## src/rtl/chan_mux_pkg.sv

```systemverilog
// Shared types and default widths for the channel scan multiplexer.
package chan_mux_pkg;

  typedef enum logic {
    MODE_DIRECT = 1'b0,
    MODE_SCAN   = 1'b1
  } mode_t;

  typedef enum logic {
    ST_IDLE,
    ST_EMIT
  } state_t;

  localparam int DEF_WIDTH = 8;
  localparam int DEF_N_CH  = 8;

endpackage

```

## src/rtl/chan_first_set.sv

```systemverilog
// Lowest-set-bit finder: index of the lowest asserted mask bit plus a found flag.
module chan_first_set
  import chan_mux_pkg::*;
#(
  parameter int N_CH  = DEF_N_CH,
  parameter int SEL_W = $clog2(N_CH)
) (
  input  logic [N_CH-1:0]  mask,
  output logic [SEL_W-1:0] idx,
  output logic             found
);

  // Descending walk so the lowest set bit is the last (winning) assignment.
  always_comb begin
    idx   = '0;
    found = 1'b0;
    for (int i = N_CH - 1; i >= 0; i--) begin
      if (mask[i]) begin
        idx   = SEL_W'(i);
        found = 1'b1;
      end
    end
  end

endmodule

```

## src/rtl/chan_scan_mux.sv

```systemverilog
// N-channel registered multiplexer: one beat per direct request, or one beat
// per enabled channel in ascending order in scan mode, over a valid/ready stream.
module chan_scan_mux
  import chan_mux_pkg::*;
#(
  parameter  int WIDTH = DEF_WIDTH,
  parameter  int N_CH  = DEF_N_CH,
  localparam int SEL_W = $clog2(N_CH)
) (
  input  logic                  clk,
  input  logic                  rst_n,
  input  logic                  mode,
  input  logic [SEL_W-1:0]      sel,
  input  logic [N_CH-1:0]       ch_en,
  input  logic [N_CH*WIDTH-1:0] d,
  input  logic                  start,
  output logic                  out_valid,
  input  logic                  out_ready,
  output logic [WIDTH-1:0]      out_data,
  output logic [SEL_W-1:0]      out_ch,
  output logic                  out_last,
  output logic                  busy,
  output logic                  done
);

  localparam int N_PAD = 1 << SEL_W;

  state_t                  state, state_nxt;
  logic [N_CH-1:0]         scan_mask;
  logic [N_CH-1:0]         fs_src, fs_rest;
  logic [SEL_W-1:0]        fs_idx;
  logic                    fs_found;
  logic                    idle_accept, is_direct, empty_scan, hs, final_hs, load_req;
  logic [SEL_W-1:0]        load_idx;
  logic                    load_last;
  logic [N_CH-1:0]         load_mask;
  logic [N_PAD*WIDTH-1:0]  d_pad;
  logic [WIDTH-1:0]        load_data;

  // First beat scans the live enable mask; later beats scan what remains.
  assign fs_src = (state == ST_IDLE) ? ch_en : scan_mask;

  chan_first_set #(
    .N_CH  (N_CH),
    .SEL_W (SEL_W)
  ) u_first_set (
    .mask  (fs_src),
    .idx   (fs_idx),
    .found (fs_found)
  );

  assign fs_rest     = fs_src & ~(N_CH'(1) << fs_idx);
  assign idle_accept = (state == ST_IDLE) && start;
  assign is_direct   = (state == ST_IDLE) && (mode == MODE_DIRECT);
  assign empty_scan  = idle_accept && (mode == MODE_SCAN) && !fs_found;
  assign hs          = (state == ST_EMIT) && out_ready;
  assign final_hs    = hs && out_last;
  assign load_req    = (idle_accept && !empty_scan) || (hs && !out_last);

  // Zero-padding to a power-of-two channel count makes out-of-range selects read zero.
  assign d_pad     = (N_PAD*WIDTH)'(d);
  assign load_idx  = is_direct ? sel : fs_idx;
  assign load_data = d_pad[int'(load_idx)*WIDTH +: WIDTH];
  assign load_last = is_direct ? 1'b1 : (fs_rest == '0);
  assign load_mask = is_direct ? '0 : fs_rest;

  always_ff @(posedge clk) begin
    if (!rst_n) state <= ST_IDLE;
    else        state <= state_nxt;
  end

  always_comb begin
    state_nxt = state;
    case (state)
      ST_IDLE: if (idle_accept && !empty_scan) state_nxt = ST_EMIT;
      ST_EMIT: if (final_hs) state_nxt = ST_IDLE;
      default: state_nxt = ST_IDLE;
    endcase
  end

  always_comb begin
    out_valid = (state == ST_EMIT);
    busy      = (state != ST_IDLE);
  end

  // Beat register: loads on accept or on a non-final handshake, holds otherwise.
  always_ff @(posedge clk) begin
    if (!rst_n) begin
      out_data  <= '0;
      out_ch    <= '0;
      out_last  <= 1'b0;
      scan_mask <= '0;
      done      <= 1'b0;
    end else begin
      done <= empty_scan || final_hs;
      if (load_req) begin
        out_data  <= load_data;
        out_ch    <= load_idx;
        out_last  <= load_last;
        scan_mask <= load_mask;
      end
    end
  end

endmodule

```

## config.mk

```make
export PLATFORM = sky130hd
export DESIGN_NAME = chan_scan_mux
export DESIGN_NICKNAME = d
export VERILOG_FILES = /design/src/rtl/chan_mux_pkg.sv /design/src/rtl/chan_first_set.sv /design/src/rtl/chan_scan_mux.sv
export SDC_FILE = /design/constraint.sdc
export NUM_CORES = 1
export LEC_CHECK = 0
export CAP_MARGIN = 15
export CORE_MARGIN = 2
export CORE_UTILIZATION = 39
export DETAILED_ROUTE_END_ITERATION = 8
export PLACE_DENSITY_LB_ADDON = 0.08
export SLEW_MARGIN = 0
export SYNTH_ARGS = -nofsm -noshare
export SYNTH_HDL_FRONTEND = slang
export SYNTH_SLANG_ARGS = --single-unit
export TNS_END_PERCENT = 100
```

## constraint.sdc

```tcl
create_clock -name clk -period 2.5 [get_ports clk]
set_input_delay 0.625 -clock clk [delete_from_list [all_inputs] [get_ports clk]]
set_output_delay 0.625 -clock clk [all_outputs]
set_load 0.02 [all_outputs]
```

==> qor.txt, run 1 <==
=====================================================================================
Status                                                                   finished, violations left
Violations in the final reports                                          negative setup slack
Power density of the placed cells                                          422 nW/µm²
Internal Dissipation                                                          1.01 mW
Total vias in the final route                                                    2689
Die Outline Area                                                             6180 µm²
Cells after synthesis                                                             288
First-pass detailed-route iteration total                                           4
Total I/O pin count                                                                95
Syn_nets                                                                          368
Highest metal layer with signal wires                                            met4
Cells taking the most area after synthesis                               sky130_fd_sc_hd__dfxtp_1 (20%), sky130_fd_sc_hd__o211a_1 (16%), sky130_fd_sc_hd__nand3_1 (8.5%)
Part of the Yosys area used for sequential elements                             20.3%
Total length of routed wires                                                  7.84 mm
Kind of cell adding the most delay to the critical path                  simple AND/OR/NAND/NOR gates
Number of enable-type register cells in the synthesized netlist                     0
Clock tree from TritonCTS                                                        done
Portion of total power attributed to sequential cells                           26.3%
Final worst-path cycle share                                                     101%
Crit path time final                                                          2.52 ns
Min Hold Slack                                                               0.504 ns
Type of the worst setup path                                             register to register
Transition time at the pin with the least slew margin                        0.382 ns
Count of unique library cells instantiated by Yosys                                52
Final nets                                                                        499
Initial Util                                                                    39.9%
Clock buffers created by TritonCTS                                                  3
Maximum capacitance violations                                                      0
Async SR Flop Fraction                                                             0%
Vias in the first global route                                                   2524
Post-synthesis register bit count                                                  22
Worst Setup Start Kind                                                       register
Height of the die                                                             78.6 µm
Final weighted congestion in routability-driven placement                       0.912
Logic pwr share                                                                 57.0%
Global route overflow                                                               0
Final hold viol count                                                               0
Final setup violation count                                                         1
Path category of the worst min-delay check                               register to register
Final Instance Area                                                          3720 µm²
Avg Inst Size Synth                                                          7.54 µm²
Count of standard-cell rows                                                        27
Ys Warns                                                                            0
Instance area after placement                                                3390 µm²
Highest ir drop seen on vdd                                                  0.334 mV
Max Clock Skew                                                             0.00326 ns
Metal1 wirelength                                                             3.54 mm
Drt wl/cell                                                                   16.0 µm
Fraction of layout instances using a drive strength above 1                     25.1%
Violation count after the first detailed-routing iteration                        195
PnR worst setup slack                                                      -0.0218 ns
Met2 wire len                                                                 3.73 mm
Critical path fanouts, max                                                          8
Clock Path Buffers                                                                  2
# diodes                                                                            0
Number of antenna violations at the first check in global routing                   0
Leading cell types in the layout, fill and taps excluded                 sky130_fd_sc_hd__clkdlybuf4s50_1 (85), sky130_fd_sc_hd__buf_4 (43), sky130_fd_sc_hd__nand3_1 (37), sky130_fd_sc_hd__o211a_1 (35), sky130_fd_sc_hd__inv_1 (32)
Antenna Nets Post-Route                                                             0
Largest area contributor in the netlist                                  sky130_fd_sc_hd__dfxtp_1
HPWL after detailed placement                                                 5.70 mm
Root cell of the clock tree                                              sky130_fd_sc_hd__clkbuf_8
Cell area after technology mapping                                           2170 µm²
Count of pins over their slew limit                                                 0
Net Switching                                                                0.559 mW
Buffer and inverter count on the worst path                                         1
CTS HTree Levels                                                                    1
Data required time at the worst endpoint                                      2.70 ns
CTS Sinks                                                                          22
Largest net degree at the start of global routing                                  23
Global router's overall resource usage                                          24.6%
Critical Path Max Stage Delay                                                 0.54 ns
Slowest stage cell on the critical path                                  sky130_fd_sc_hd__or4_4
Via-per-instance ratio                                                           5.49
Signed area change from the synthesized netlist to the final layout             71.5%
Total Neg Setup Slack                                                      -0.0218 ns
Critical Path AT                                                              2.72 ns
Switching power share of the total                                              35.6%
Remaining routing DRC violations                                                    0
Number of port buffers                                                             94
Met3 wire len                                                                  511 µm
RSZ-0062 raised after global routing                                              yes
Highest achievable clock rate                                                 397 MHz
Synth Flop Type                                                          sky130_fd_sc_hd__dfxtp_1
Global-route wire length before repair                                        12.0 mm
Commonest non-fill, non-tap cell in the layout                           sky130_fd_sc_hd__clkdlybuf4s50_1
Placed insts                                                                      472
Horizontal die dimension                                                      78.6 µm
Clock-pin slew of the registers on the worst-case setup and hold paths        0.08 ns
Leakage                                                                       1.84 nW
Max_slew headroom                                                               74.5%
Post-Layout Cell Count                                                            490
Clock insertion delay at the later pin of the skew report                     0.27 ns
Fraction of synthesized cell area taken by the top area cell type               20.3%
Type of element capturing the critical path                                  register
Core Box Area                                                                5440 µm²
Core occupancy in the finished layout                                           68.5%
Crit-path cells                                                          buf_6 > or3_4 > a2bb2o_4 > a31o_4 > and3_4 > o211a_1 > or4_4 > a21oi_2
Clock share of power                                                            16.6%
=====================================================================================
==> power by group through the flow <==
| stage | logic, mW | clock network [mW] | registers [mW] |
|---|---|---|---|
| after floorplan | 0.392 | 0 | 0.443 |
| after global placement | 0.748 | 0 | 0.421 |
| after detailed placement | 0.753 | 0 | 0.419 |
| after CTS | 0.828 | 0.265 | 0.411 |
| after global routing | 0.960 | 0.282 | 0.417 |
| final | 0.897 | 0.262 | 0.414 |
==> area by class of cell <==
type                            count  area (µm²)
Multi-Input combinational cell    214        1640
Timing Repair Buffer              146        1380
Tap cell                           72        90.1
Inverter                           32         120
Clock buffer                        4        55.1
Sequential cell                    22         444
Fill cell                         468        1710
==> flip-flops by register name, indices dropped and copies added, names as in the netlist <==
name	cells
done	1
out_data	8
busy	1
scan_mask	8
out_ch	3
out_last	1
==> what timing repair did <==
| item | CTS | global route |
|---|---|---|
| hold buffers | 0 | 0 |
| buffers inserted | 8 | 2 |
| hold endpoints to repair | 0 | 0 |
| resized for setup | 46 | 26 |
| endpoints found under the setup margin | 14 | 14 |
| gates cloned | 3 | 1 |
| pin swaps | 17 | 17 |
==> through the flow <==
stage,power (mW),setup WS [ns]
5_1_grt,1.66,-0.0934
4_1_cts,1.50,-0.00138
3_5_place_dp,1.17,-0.642
3_3_place_gp,1.17,-0.603
6_report,1.57,-0.0218
2_1_floorplan,0.835,-0.0322
==> cell usage after synthesis, types with 2 or more instances <==
master / n
sky130_fd_sc_hd__nor2b_1: 12
sky130_fd_sc_hd__a21o_1: 2
sky130_fd_sc_hd__nor2_1: 9
sky130_fd_sc_hd__dfxtp_1: 22
sky130_fd_sc_hd__nor3b_1: 4
sky130_fd_sc_hd__and3_1: 3
sky130_fd_sc_hd__buf_2: 5
sky130_fd_sc_hd__or2_2: 3
sky130_fd_sc_hd__o21ai_0: 13
sky130_fd_sc_hd__mux2i_1: 6
sky130_fd_sc_hd__nor3_1: 2
sky130_fd_sc_hd__a21oi_1: 20
sky130_fd_sc_hd__nand2_1: 12
sky130_fd_sc_hd__o211a_1: 35
sky130_fd_sc_hd__buf_6: 5
sky130_fd_sc_hd__buf_4: 2
sky130_fd_sc_hd__a22oi_1: 3
sky130_fd_sc_hd__nand3_1: 37
sky130_fd_sc_hd__nand3b_1: 2
sky130_fd_sc_hd__a31oi_1: 2
sky130_fd_sc_hd__and2_1: 2
sky130_fd_sc_hd__or3_1: 2
sky130_fd_sc_hd__a211oi_1: 4
sky130_fd_sc_hd__a21boi_0: 4
sky130_fd_sc_hd__inv_1: 32
sky130_fd_sc_hd__nand2b_1: 3
sky130_fd_sc_hd__clkbuf_1: 9
sky130_fd_sc_hd__o211ai_1: 2
sky130_fd_sc_hd__or4_1: 8
==> routing by layer <==
layer	global-route usage (%)	up-vias
li1	-	1321
met1	34.3	1255
met2	40.0	105
met3	4.37	8
met4	4.04	0
met5	0	-
==> cell families (layout without fill, tap and decap cells) <==
| logic type | after synthesis | count (layout) | share of synthesized area [%] |
|---|---|---|---|
| buffers and inverters | 55 | 182 | 12.1 |
| AO/OA/AOI/OAI | 97 | 97 | 35.9 |
| flip-flops | 22 | 22 | 20.3 |
| AND/OR/NAND/NOR | 107 | 110 | 28.4 |
| multiplexers | 7 | 7 | 3.28 |
==> path summary, 6_finish.rpt <==
path,startpoint,cells past startpoint,slack [ns],end
max,busy,8,-0.02,out_data[0]
min,out_ch[1],1,0.50,out_ch[1]
max reg2reg,busy,8,-0.02,out_data[0]
min reg2reg,out_ch[1],1,0.50,out_ch[1]
Note: power is estimated with default switching activity, not from simulation.
==> run 2, diff against run 1 <==
--- a/config.mk
+++ b/config.mk
@@ -6,10 +6,13 @@
 export NUM_CORES = 1
 export LEC_CHECK = 0
 export CAP_MARGIN = 15
+export CORE_ASPECT_RATIO = 2
 export CORE_MARGIN = 2
 export CORE_UTILIZATION = 39
 export DETAILED_ROUTE_END_ITERATION = 8
+export MAX_ROUTING_LAYER = met4
 export PLACE_DENSITY_LB_ADDON = 0.08
+export REMOVE_ABC_BUFFERS = 1
 export SLEW_MARGIN = 0
 export SYNTH_ARGS = -nofsm -noshare
 export SYNTH_HDL_FRONTEND = slang
==> run 2 against run 1 <==
  * The run still ends with negative setup slack left
  * Via count rose by 3.2%
  * Die area rose by 0.58%
  * Count of clock-buffer cells in the layout fell by 1
  * Wire length rose by 11%
  * Total power rose by 5.9%
  * Global-route usage rose by 3.7 points
  * Sequential share of layout area fell by 0.28 points
  * Combinational power rose by 1%
  * Critical path depth did not move
  * Sequential power fell by 1%
  * Clock skew rose by 0.0027 ns
  * First-iteration DRC count fell by 31%
==> qor.txt, run 2 (synthesis results as in run 1) <==
=====================================================================================
Height of the die                                                              110 µm   +39%
Largest net degree at the start of global routing                                  24   +4.3%
Final nets                                                                        499   unchanged
Initial Util                                                                    40.1%   +0.14 points
Endpoint of the worst-slack reg-to-reg timing path                        out_data[7]
Violation count after the first detailed-routing iteration                        134   -31%
Core Box Area                                                                5420 µm²   -0.35%
Leading cell types in the layout, fill and taps excluded                 sky130_fd_sc_hd__clkdlybuf4s50_1 (85), sky130_fd_sc_hd__nand3_1 (37), sky130_fd_sc_hd__buf_4 (36), sky130_fd_sc_hd__o211a_1 (35), sky130_fd_sc_hd__inv_1 (32)
Clock insertion delay at the later pin of the skew report                     0.28 ns   about the same
Final weighted congestion in routability-driven placement                       0.924   +1.3%
Data required time at the worst endpoint                                      2.71 ns   about the same
Status                                                                   finished, violations left
Violations in the final reports                                          negative setup slack
Total length of routed wires                                                  8.74 mm   +11%
Total Neg Setup Slack                                                     -0.00238 ns   +0.0194 ns
Fraction of layout instances using a drive strength above 1                     21.8%   -3.3 points
Global-route wire length before repair                                        13.1 mm   +8.7%
Count of pins over their slew limit                                                 0   unchanged
Power density of the placed cells                                          439 nW/µm²   +4.0%
Type of element capturing the critical path                                  register
Root cell of the clock tree                                              sky130_fd_sc_hd__clkbuf_8
Total I/O pin count                                                                95   unchanged
Core occupancy in the finished layout                                           70.0%   +1.5 points
Final setup violation count                                                         1   unchanged
Biggest registers after layout                                           out_data (8), scan_mask (8), out_ch (3)
PnR worst setup slack                                                     -0.00238 ns   +0.0194 ns
Remaining routing DRC violations                                                    0   unchanged
Horizontal die dimension                                                      56.8 µm   -28%
Global route overflow                                                               0   unchanged
Type of the worst setup path                                             input port to register
Die Outline Area                                                             6220 µm²   +0.58%
Via-per-instance ratio                                                           5.81   +5.8%
Critical Path AT                                                              2.71 ns   about the same
Clock-pin slew of the registers on the worst-case setup and hold paths        0.08 ns   about the same
Antenna Nets Post-Route                                                             0   unchanged
First-pass detailed-route iteration total                                           5   +1
Maximum capacitance violations                                                      0   unchanged
Global router's overall resource usage                                          28.3%   +3.7 points
Min Hold Slack                                                               0.517 ns   +0.0123 ns
Placed insts                                                                      462   -2.1%
Path category of the worst min-delay check                               register to register
Commonest non-fill, non-tap cell in the layout                           sky130_fd_sc_hd__clkdlybuf4s50_1
Total vias in the final route                                                    2775   +3.2%
Min-Delay Endpoint                                                       scan_mask[0]
Clock tree from TritonCTS                                                        done
Transition time at the pin with the least slew margin                        0.496 ns   +0.115 ns
Clock Path Buffers                                                                  2   unchanged
Drt wl/cell                                                                   18.3 µm   +14%
Instance area after placement                                                3420 µm²   +0.96%
Number of port buffers                                                             94   unchanged
RSZ-0062 raised after global routing                                              yes
Clock buffers created by TritonCTS                                                  3   unchanged
Post-Layout Cell Count                                                            478   -2.4%
# diodes                                                                            0   unchanged
Launch point of the worst reg-to-reg path                                        busy
Number of antenna violations at the first check in global routing                   0   unchanged
Final Instance Area                                                          3790 µm²   +1.8%
Max Clock Skew                                                             0.00598 ns   +0.00273 ns
Vias in the first global route                                                   2791   +11%
Final worst-path cycle share                                                     100%   -0.78 points
Worst-case reg-to-reg path depth                                                    8   unchanged
HPWL after detailed placement                                                 6.15 mm   +8.0%
Final hold viol count                                                               0   unchanged
Highest achievable clock rate                                                 400 MHz   +0.78%
Critical path fanouts, max                                                          5   -3
Highest ir drop seen on vdd                                                  0.331 mV   -0.86%
Crit path time final                                                          2.50 ns   -0.0194 ns
CTS Sinks                                                                          22   unchanged
Count of standard-cell rows                                                        38   +41%
HP Start                                                                 scan_mask[0]
Worst Setup Start Kind                                                     input port
Leakage                                                                       1.87 nW   +1.9%
Signed area change from the synthesized netlist to the final layout             74.7%
R2R setup slack                                                             -0.002 ns   +0.02 ns
Worst Hold Path Cells                                                               1   unchanged
CTS HTree Levels                                                                    1   unchanged
Max_slew headroom                                                               66.9%   -7.6 points
=====================================================================================
[run 2: report_power, final]
group          internal (mW)  total (mW)  leakage (nW)  switching (mW)
combinational          0.484       0.906          1.66           0.422
sequential             0.383       0.410         0.181          0.0270
clock                  0.215       0.349        0.0357           0.134
total                   1.08        1.67          1.87           0.583
[run 2: routing by layer]
| layer | wire length [µm] | global-route usage, % | part of all wire, % |
|---|---|---|---|
| met3 | 397 | 2.82 | 4.5 |
| met4 | 434 | 17.8 | 5.0 |
| met1 | 2830 | 24.8 | 32 |
| met5 | 0 | - | 0 |
| met2 | 5080 | 55.4 | 58 |
[run 2: worst max path at each step]
stage                        to  cells past startpoint  slack [ns]  startpoint
floorplan           out_data[0]                      7       -1.24        busy
global placement    out_data[7]                      9       -0.60    ch_en[4]
detailed placement  out_data[5]                      8       -0.63    ch_en[7]
CTS                 out_data[5]                      9        0.02    ch_en[5]
global route        out_data[7]                      8       -0.06        busy
finish              out_data[7]                      8      -0.002    ch_en[0]
[run 2: layout make-up]
class / instances / area (µm²)
multi-input cells: 217 / 1660
flip-flops and latches: 22 / 442
fillers: 479 / 1630
well taps: 60 / 75.1
repair buffers: 143 / 1420
clock buffers: 3 / 41.3
clock inverters: 1 / 30.0
inverters: 32 / 120
[run 2: worst max-delay path, cell delays in order]
cell and delay [ns]:
sky130_fd_sc_hd__clkdlybuf4s15_1 0.19, sky130_fd_sc_hd__or3b_4 0.42, sky130_fd_sc_hd__a2bb2oi_4 0.23, sky130_fd_sc_hd__nand3_4 0.14
sky130_fd_sc_hd__and2_4 0.21, sky130_fd_sc_hd__o211a_1 0.20, sky130_fd_sc_hd__or4_1 0.52, sky130_fd_sc_hd__a21oi_1 0.17
[run 2: timing repair]
item	in CTS	in global routing
gates resized for setup	40	18
pin swaps	22	10
gates cloned	6	2
setup endpoints to repair	15	8
hold buffers	0	0
setup buffers	2	2
[run 2: stage by stage]
stage	worst slack, ns	total power, mW
after floorplan	-1.24	0.787
after global placement	-0.598	1.18
after detailed placement	-0.629	1.19
after CTS	0.0171	1.62
after global routing	-0.0614	1.74
final	-0.00238	1.67
==> run 3, diff against run 2 <==
--- a/config.mk
+++ b/config.mk
@@ -6,15 +6,16 @@
 export NUM_CORES = 1
 export LEC_CHECK = 0
 export CAP_MARGIN = 15
-export CORE_ASPECT_RATIO = 2
 export CORE_MARGIN = 2
-export CORE_UTILIZATION = 39
+export CORE_UTILIZATION = 35
 export DETAILED_ROUTE_END_ITERATION = 8
 export MAX_ROUTING_LAYER = met4
 export PLACE_DENSITY_LB_ADDON = 0.08
 export REMOVE_ABC_BUFFERS = 1
+export SKIP_LAST_GASP = 1
 export SLEW_MARGIN = 0
 export SYNTH_ARGS = -nofsm -noshare
 export SYNTH_HDL_FRONTEND = slang
+export SYNTH_HIERARCHICAL = 1
 export SYNTH_SLANG_ARGS = --single-unit
 export TNS_END_PERCENT = 100
==> run 3 against run 2 <==
  * The flow still finishes with violations (negative setup slack)
  * Wire length is 19% lower
  * Critical path depth is 4 higher
  * First-iteration DRC count is 34% lower
  * Non-clock buffer count is 14 higher
  * Clock power is 24% lower
  * Synthesized cell count is 25% lower
  * Register-to-register slack worse by 0.04 ns
  * Utilization is 4.9 points higher
  * Via count is 15% lower
  * Critical endpoint is now out_last
  * Combinational power hardly changed
  * Die area is 11% lower
  * Total power is 5.4% lower
==> qor.txt, run 3 <==
=====================================================================================
Final nets                                                                        446   -11%
Final hold viol count                                                               0   unchanged
PnR worst setup slack                                                      -0.0395 ns   -0.0371 ns
Total vias in the final route                                                    2358   -15%
Highest ir drop seen on vdd                                                  0.257 mV   -22%
Power density of the placed cells                                          443 nW/µm²   +0.87%
Post-CTS Hold Fix Bufs                                                              0   unchanged
Violations in the final reports                                          negative setup slack
Signed area change from the synthesized netlist to the final layout              104%
Number of port buffers                                                             94   unchanged
Highest achievable clock rate                                                 394 MHz   -1.5%
Maximum capacitance violations                                                      0   unchanged
Part of the Yosys area used for sequential elements                             25.3%   +5.0 points
Synth Flop Type                                                          sky130_fd_sc_hd__dfxtp_1
Commonest non-fill, non-tap cell in the layout                           sky130_fd_sc_hd__clkdlybuf4s50_1
Count of pins over their slew limit                                                 0   unchanged
Status                                                                   finished, violations left
CTS HTree Levels                                                                    1   unchanged
Critical path fanouts, max                                                          5   unchanged
HPWL after detailed placement                                                 4.51 mm   -27%
Biggest registers after layout                                           out_data (8), scan_mask (8), out_ch (3)
Worst Setup Start Kind                                                     input port
First-pass detailed-route iteration total                                           4   -1
Root cell of the clock tree                                              sky130_fd_sc_hd__clkbuf_8
Type of element capturing the critical path                                  register
Max Clock Skew                                                             0.00487 ns   -0.00112 ns
Global router's overall resource usage                                          24.3%   -3.9 points
Async SR Flop Fraction                                                             0%   unchanged
Initial Util                                                                    36.6%   -3.5 points
Core Box Area                                                                4750 µm²   -12%
Total length of routed wires                                                  7.12 mm   -19%
Cells after synthesis                                                             217   -25%
Remaining routing DRC violations                                                    0   unchanged
Count of standard-cell rows                                                        25   -34%
Cells taking the most area after synthesis                               sky130_fd_sc_hd__dfxtp_1 (25%), sky130_fd_sc_hd__a21oi_1 (8.3%), sky130_fd_sc_hd__mux2_2 (7.1%)
Horizontal die dimension                                                      74.5 µm   +31%
Post-synthesis register bit count                                                  22   unchanged
Drt wl/cell                                                                   16.5 µm   -9.9%
Die Outline Area                                                             5550 µm²   -11%
Crit path time final                                                          2.54 ns   +0.0371 ns
Path category of the worst min-delay check                               register to register
Ys Warns                                                                            6   +6
Via-per-instance ratio                                                           5.46   -6.0%
Final weighted congestion in routability-driven placement                       0.869   -5.9%
Clock insertion delay at the later pin of the skew report                     0.27 ns   about the same
Total I/O pin count                                                                95   unchanged
Final Instance Area                                                          3560 µm²   -6.2%
Height of the die                                                             74.5 µm   -32%
RSZ-0062 raised after global routing                                              yes
Pre-CTS WS                                                                  -0.608 ns   +0.0213 ns
Fraction of layout instances using a drive strength above 1                     35.1%   +13 points
Global route overflow                                                               0   unchanged
Final setup violation count                                                         8   +7
Clock tree from TritonCTS                                                        done
Avg Inst Size Synth                                                          8.02 µm²   +6.3%
Leading cell types in the layout, fill and taps excluded                 sky130_fd_sc_hd__clkdlybuf4s50_1 (86), sky130_fd_sc_hd__buf_4 (48), sky130_fd_sc_hd__nand2_1 (26), sky130_fd_sc_hd__dfxtp_1 (21), sky130_fd_sc_hd__a21oi_1 (20)
Largest area contributor in the netlist                                  sky130_fd_sc_hd__dfxtp_1
Violation count after the first detailed-routing iteration                         89   -34%
CTS Sinks                                                                          22   unchanged
Count of unique library cells instantiated by Yosys                                44   -15%
Total Neg Setup Slack                                                      -0.0988 ns   -0.0964 ns
Max_slew headroom                                                               68.1%   +1.2 points
Post-Layout Cell Count                                                            432   -9.6%
Fraction of synthesized cell area taken by the top area cell type               25.3%   +5.0 points
Critical Path AT                                                              2.76 ns   +0.05 ns
Clock-pin slew of the registers on the worst-case setup and hold paths        0.09 ns   about the same
Min Hold Slack                                                               0.477 ns   -0.0397 ns
Data required time at the worst endpoint                                      2.72 ns   about the same
Clock buffers created by TritonCTS                                                  3   unchanged
Core occupancy in the finished layout                                           74.8%   +4.9 points
Largest net degree at the start of global routing                                  17   -29%
Number of enable-type register cells in the synthesized netlist                     0   unchanged
Transition time at the pin with the least slew margin                        0.474 ns   -0.0224 ns
Leakage                                                                       1.45 nW   -23%
Top cells by count, synth                                                sky130_fd_sc_hd__a21oi_1 (29), sky130_fd_sc_hd__nand2_1 (28), sky130_fd_sc_hd__dfxtp_1 (22)
Overall power of the completed layout                                         1.58 mW   -5.4%
Placed insts                                                                      404   -13%
Instance area after placement                                                3000 µm²   -12%
Type of the worst setup path                                             input port to register
Cell with the most instances after synthesis                             sky130_fd_sc_hd__a21oi_1
Global-route wire length before repair                                        9.94 mm   -24%
Vias in the first global route                                                   2127   -24%
Final worst-path cycle share                                                     102%   +1.5 points
Number of antenna violations at the first check in global routing                   0   unchanged
# diodes                                                                            0   unchanged
Antenna Nets Post-Route                                                             0   unchanged
Cell area after technology mapping                                           1740 µm²   -20%
Clock Path Buffers                                                                  2   unchanged
=====================================================================================
run 3: cell types whose count changed after synthesis, moves of 7 or more:
cell,delta
sky130_fd_sc_hd__mux2_2,+10
sky130_fd_sc_hd__nand3_1,-30
sky130_fd_sc_hd__inv_1,-30
sky130_fd_sc_hd__or4_1,-8
sky130_fd_sc_hd__o211a_1,-35
sky130_fd_sc_hd__nand2_1,+16
sky130_fd_sc_hd__a21oi_1,+9
sky130_fd_sc_hd__o21ai_0,-7
sky130_fd_sc_hd__a22oi_1,+7
run 3: worst paths after layout:
path                 from            to  slack [ns]  cells after the start
max              ch_en[5]      out_last       -0.04                     12
min          scan_mask[7]  scan_mask[7]        0.48                      2
max reg2reg          busy      out_last       -0.04                     12
min reg2reg  scan_mask[7]  scan_mask[7]        0.48                      2
run 3: timing repair:
item / in CTS / in global routing
buffers inserted: 12 / 11
pin swaps: 19 / 19
cloned: 1 / 0
gates resized for setup: 58 / 31
setup endpoints to repair: 20 / 17
run 3: routing by layer:
| layer | routed length, µm | track usage [%] | up-vias | share of wire [%] |
|---|---|---|---|---|
| met5 | 0 | - | - | 0 |
| met4 | 204 | 11.7 | 0 | 2.9 |
| met3 | 381 | 4.07 | 19 | 5.4 |
| met2 | 3590 | 41.1 | 99 | 51 |
| met1 | 2940 | 27.8 | 1137 | 41 |
| li1 | - | - | 1103 | - |
run 3: logic make-up after synthesis:
family	share of synthesized area, %
flip-flops	25.3
buffers and inverters	5.75
AND/OR/NAND/NOR	24.2
multiplexers	18.1
AO/OA/AOI/OAI	26.7
run 3: worst max-delay path, cell delays in order:
cell and delay, ns:
sky130_fd_sc_hd__clkdlybuf4s15_1 0.17, sky130_fd_sc_hd__mux2_4 0.29, sky130_fd_sc_hd__buf_6 0.13, sky130_fd_sc_hd__buf_6 0.11, sky130_fd_sc_hd__nor4_4 0.30, sky130_fd_sc_hd__buf_4 0.17, sky130_fd_sc_hd__nor2b_4 0.05, sky130_fd_sc_hd__buf_6 0.13
sky130_fd_sc_hd__o31ai_4 0.22, sky130_fd_sc_hd__nand4_1 0.18, sky130_fd_sc_hd__o41ai_2 0.22, sky130_fd_sc_hd__a32o_1 0.15
run 3: final cells by class:
cell class                      count  area, µm²
Inverter                            3       11.3
Clock buffer                        4       55.1
Fill cell                         363       1200
Sequential cell                    22        442
Multi-Input combinational cell    179       1460
Timing Repair Buffer              157       1510
Tap cell                           67       83.8
run 3: power by group:
part           internal (mW)  switching (mW)  leakage (nW)
Clock                  0.141           0.125        0.0288
Combinational          0.512           0.394          1.24
Sequential             0.384          0.0211         0.180
